**config.mk**
```make
export PLATFORM = sky130hd
export DESIGN_NAME = mash_pwm_out
export DESIGN_NICKNAME = d
export VERILOG_FILES = /design/src/rtl/mash_pwm_out.sv
export SDC_FILE = /design/constraint.sdc
export NUM_CORES = 1
export LEC_CHECK = 0
export CAP_MARGIN = 20
export CORE_ASPECT_RATIO = 0.6
export CORE_UTILIZATION = 56
export CTS_BUF_LIST = sky130_fd_sc_hd__clkbuf_16
export DETAILED_ROUTE_END_ITERATION = 10
export GPL_TIMING_DRIVEN = 0
export HOLD_SLACK_MARGIN = 0.08
export PLACE_DENSITY = 0.83
export RECOVER_POWER = 25
export SLEW_MARGIN = 10
export SYNTH_ARGS = -nofsm -noshare
export SYNTH_HDL_FRONTEND = slang
export SYNTH_SLANG_ARGS = --single-unit
```
**constraint.sdc**
```tcl
create_clock -name clk -period 6.5 [get_ports clk]
set_input_delay 0.975 -clock clk [delete_from_list [all_inputs] [get_ports clk]]
set_output_delay 0.975 -clock clk [all_outputs]
set_load 0.02 [all_outputs]
```
**src/rtl/mash_pwm_out.sv**
```systemverilog
// Sums four sign-magnitude stage corrections plus a bias, clamps the result to a PWM duty,
// and holds it in a one-deep pending slot that is swapped into the PWM generator at frame end.
module mash_pwm_out #(
  parameter int PWM_BITS = 8,
  parameter int OFFSET   = 128
) (
  input  logic        clk,
  input  logic        rst,
  input  logic        in_valid,
  output logic        in_ready,
  input  logic [15:0] mag0,
  input  logic [15:0] mag1,
  input  logic [15:0] mag2,
  input  logic [15:0] mag3,
  input  logic        sgn0,
  input  logic        sgn1,
  input  logic        sgn2,
  input  logic        sgn3,
  input  logic [3:0]  stage_en,
  input  logic        clr_flags,
  output logic        pwm_out,
  output logic        frame_start,
  output logic        sat_flag,
  output logic        underrun_flag
);

  localparam int DW = PWM_BITS + 1;
  localparam logic [PWM_BITS-1:0] CNT_MAX = '1;
  localparam logic signed [19:0] SUM_MAX = 20'(1 << PWM_BITS);
  localparam logic signed [19:0] SUM_OFF = 20'(OFFSET);

  logic [15:0]        mag_a [4];
  logic [3:0]         sgn_a;
  logic signed [16:0] term  [4];
  logic signed [19:0] sum_s;
  logic [DW-1:0]      duty;
  logic               sat;
  logic               accept;
  logic               frame_end;

  logic [PWM_BITS-1:0] cnt_q, cnt_d;
  logic                pend_full_q, pend_full_d;
  logic [DW-1:0]       pending_q, pending_d;
  logic [DW-1:0]       duty_active_q, duty_active_d;
  logic                primed_q, primed_d;
  logic                pwm_q, pwm_d;
  logic                fs_q, fs_d;
  logic                sat_q, sat_d;
  logic                und_q, und_d;

  always_comb begin
    mag_a[0] = mag0;
    mag_a[1] = mag1;
    mag_a[2] = mag2;
    mag_a[3] = mag3;
    sgn_a    = {sgn3, sgn2, sgn1, sgn0};
    for (int i = 0; i < 4; i++) begin
      term[i] = '0;
      if (stage_en[i]) begin
        term[i] = sgn_a[i] ? -$signed({1'b0, mag_a[i]}) : $signed({1'b0, mag_a[i]});
      end
    end
  end

  // 20 bits holds four full-scale 17-bit terms plus the bias without wrapping.
  always_comb begin
    sum_s = SUM_OFF + 20'(term[0]) + 20'(term[1]) + 20'(term[2]) + 20'(term[3]);
    duty  = sum_s[DW-1:0];
    sat   = 1'b0;
    if (sum_s < 0) begin
      duty = '0;
      sat  = 1'b1;
    end else if (sum_s > SUM_MAX) begin
      duty = SUM_MAX[DW-1:0];
      sat  = 1'b1;
    end
  end

  assign in_ready  = !pend_full_q;
  assign accept    = in_valid && !pend_full_q;
  assign frame_end = (cnt_q == CNT_MAX);

  always_comb begin
    cnt_d         = cnt_q + 1'b1;
    pend_full_d   = pend_full_q;
    pending_d     = pending_q;
    duty_active_d = duty_active_q;
    primed_d      = primed_q;
    // Swap and accept cannot coincide: swap needs a full slot, accept an empty one.
    if (frame_end && pend_full_q) begin
      duty_active_d = pending_q;
      pend_full_d   = 1'b0;
      primed_d      = 1'b1;
    end else if (accept) begin
      pending_d   = duty;
      pend_full_d = 1'b1;
    end
    pwm_d = ({1'b0, cnt_q} < duty_active_q);
    fs_d  = frame_end;
    sat_d = (sat_q && !clr_flags) || (accept && sat);
    und_d = (und_q && !clr_flags) || (frame_end && !pend_full_q && primed_q);
  end

  always_ff @(posedge clk) begin
    if (rst) begin
      cnt_q         <= '0;
      pend_full_q   <= 1'b0;
      pending_q     <= '0;
      duty_active_q <= '0;
      primed_q      <= 1'b0;
      pwm_q         <= 1'b0;
      fs_q          <= 1'b0;
      sat_q         <= 1'b0;
      und_q         <= 1'b0;
    end else begin
      cnt_q         <= cnt_d;
      pend_full_q   <= pend_full_d;
      pending_q     <= pending_d;
      duty_active_q <= duty_active_d;
      primed_q      <= primed_d;
      pwm_q         <= pwm_d;
      fs_q          <= fs_d;
      sat_q         <= sat_d;
      und_q         <= und_d;
    end
  end

  assign pwm_out       = pwm_q;
  assign frame_start   = fs_q;
  assign sat_flag      = sat_q;
  assign underrun_flag = und_q;

endmodule
```
==> metrics.txt <==
status=completed; worst r2r path cells=6; HP Class=flop to flop; htree depth=2; Final setup viols=0; cell taking the most area after synthesis=fa_1; drt wl/cell=18.45 um; share of cells above drive strength 1=0.09558; # DRC=0; clock root cell=clkbuf_16; Reg2Reg Launch Point=cnt_q[1]$_SDFF_PP0_; pin count of the biggest net entering global routing=11; drt first pass iters=6; I/O Buffers=79; Crit Path Class=input pin to flop; Hold Path Sink=duty_active_q[4]$_SDFFE_PP0P_; final WL=14,930 um; Synth Flop Type=dfxtp_1; site row count=25; Lkg Pwr=2.469 nW; Max Fclk=156.0 MHz; max-cap viol count=0; CORE AREA=8133 um^2; Num CTS Buffers=5; hold_ws=0.4571 ns; Die Ht=74.26 um; Final TNS setup=0 ns; Synth async-reset ratio=0; clock skew=0.006988 ns; n_diodes=0; number of synthesized flops with an enable pin=0; CTS tree=built; Hold Buf Count CTS=0; Nets=859; Syn Nets=768; Required @ worst endpoint=6.69 ns; flops & latches, synth=32; Synth cell types=48; clock slew seen by the registers of the worst setup and hold paths=0.05 ns; period utilisation layout=0.9863; die area=9092 um^2; Synth top area share=0.1438; pwr dens=225.8 nW/um^2; Max VDD drop=0.1832 mV; Vias=5,026; DR vias/cell=6.213; Ports=81; CP Launch Type=input pin; initial antenna violation count=0; synth-to-layout area growth=30.76%; cells after synthesis=609; critical path startpoint=mag3[1]; FF-to-FF End=duty_active_q[8]$_SDFFE_PP0P_; yosys warns=0; crit path max fanout=8; CTS Sinks=32; R2R setup slack=4.50 ns; HPWL Detailed=11,730 um; vias in the first global route=4,599; gr ovfl total=0; Clk Latency, worst-skew pair=0.28 ns; clock buffer depth=2; post-synthesis sequential area ratio=0.1315; Slew Viols, Final=0; top cells by area, synth=fa_1 (14%), dfxtp_1 (13%), ha_1 (12%); DIE WIDTH=122.4 um; Starting Density=0.5992; GRT Resource Usage Total=0.3240; GP Congestion=0.9261; Slew headroom=0.3861; Hold Crit Start=duty_active_q[4]$_SDFFE_PP0P_; Worst Hold Depth=2; drt initial violations=586; Worst setup EP type=flop; Post-DRT Antenna Nets=0; Syn Area/Cell=8.002 um^2; Power Total=1.439 mW; Critical Path AT=6.60 ns; first-pass GRT wire length=22,830 um; worst slew pin tran=0.9143 ns; minimum clock period=6.411 ns; Fin. Hold Viols=0; Mapped Area=4873 um^2
==> per-layer routing <==
layer,track usage,wire length [um],vias to the layer above
li1,-,-,2343
met1,0.4953,6932,2375
met2,0.4757,6175,288
met3,0.08129,1732,20
met4,0.01762,85,0
met5,0,0,-
==> logic make-up (layout without fill, tap and decap cells) <==
kind of cell | count (synthesis) | after routing | synth area share
AOI/OAI and AO/OA | 131 | 131 | 0.1784
adders and majority gates | 83 | 83 | 0.2670
xor gates and xnor gates | 70 | 70 | 0.1258
buffers and inverters | 53 | 145 | 0.04108
DFF | 32 | 32 | 0.1314
and+or+nand+nor | 239 | 239 | 0.2542
muxes | 1 | 1 | 0.002054
==> how the worst max path moves through the flow <==
stage                                      endpoint  slack (ns)  cells past startpoint
after floorplan           pending_q[2]$_SDFFE_PP0P_        0.46                     17
after global placement    pending_q[5]$_SDFFE_PP0P_       -0.46                     19
after detailed placement  pending_q[5]$_SDFFE_PP0P_       -0.67                     18
after CTS                 pending_q[5]$_SDFFE_PP0P_      0.0001                     22
after global routing      pending_q[2]$_SDFFE_PP0P_       -0.10                     20
final                     pending_q[2]$_SDFFE_PP0P_        0.09                     20
==> sequential cells by signal, summed over array words and instances, names as in the netlist <==
name	flops
frame_start	1
pend_full_q	1
underrun_flag	1
cnt_q	8
duty_active_q	9
pending_q	9
pwm_out	1
sat_flag	1
primed_q	1
==> area by class of cell <==
cell class | count | area (um^2)
fill | 565 | 1760
timing repair buffer | 84 | 843.3
clock buffer | 5 | 125.1
sequential | 32 | 640.6
clock inverter | 3 | 13.76
multi-input combinational | 524 | 4402
tap | 108 | 135.1
buffer | 16 | 73.82
inverter | 37 | 138.9
==> through the flow <==
stage               setup WS (ns)  instance area, um^2  instances  utilization
floorplan                  0.4638                 4873        609            -
detailed placement        -0.6689                 5799        796       0.7131
global placement          -0.4577                 5799        796       0.7131
CTS                     0.0001474                 6112        806       0.7515
global route              -0.1031                 6372        809       0.7835
finish                    0.08922                 6372        809       0.7835
==> synth_stat cells, types with 7 or more instances <==
library cell,count
nand2_1,77
xnor2_1,61
and2_1,54
ha_1,48
inv_1,37
o21ai_0,36
fa_1,35
dfxtp_1,32
a21oi_1,28
nand3_1,26
nor2_1,23
clkbuf_1,14
o31ai_1,14
o41ai_1,13
or3_1,12
xor2_1,9
a21o_1,7
nor3_1,7
==> critical path: stages <==
cell             delay, ns
clkdlybuf4s50_1       0.42
inv_1                 0.10
ha_2                  0.20
nand3b_1              0.16
or2_2                 0.34
o21ai_1               0.15
xnor2_1               0.09
and2_1                0.18
fa_1                  0.52
fa_1                  0.50
ha_1                  0.31
ha_2                  0.33
o21a_1                0.20
o211ai_1              0.31
a31oi_2               0.10
or3_1                 0.33
a2111o_1              0.48
or4_4                 0.50
buf_6                 0.16
o31ai_2               0.23
==> timing repair <==
| action | in CTS | in global routing |
|---|---|---|
| setup buffers | 2 | 3 |
| hold endpoints to repair | 0 | 0 |
| pin swaps | 4 | 19 |
| endpoints found under the setup margin | 9 | 10 |
| gates resized for setup | 35 | 56 |
| gates cloned | 0 | 0 |
==> power by group <==
group          internal [mW]  switching, mW
Clock                  0.139         0.0840
Sequential             0.201        0.00341
Combinational          0.443          0.569
Total                  0.782          0.657
==> cell usage in the layout, fill, tap and decap left out, types with 6 or more instances in the layout <==
cell type	instances
a21o_1	7
a21oi_1	24
o31ai_1	10
clkdlybuf4s50_1	69
xnor2_1	60
nand3_1	23
o41ai_1	8
inv_1	37
o21ai_0	29
or3_1	9
and2_1	54
nand2b_1	6
xor2_1	9
nor2_1	23
dfxtp_1	32
nand2_1	77
dlymetal6s2s_1	7
clkbuf_1	11
ha_1	37
ha_4	6
fa_1	33
o21ai_1	6
Power figures use the tool's default switching activity.
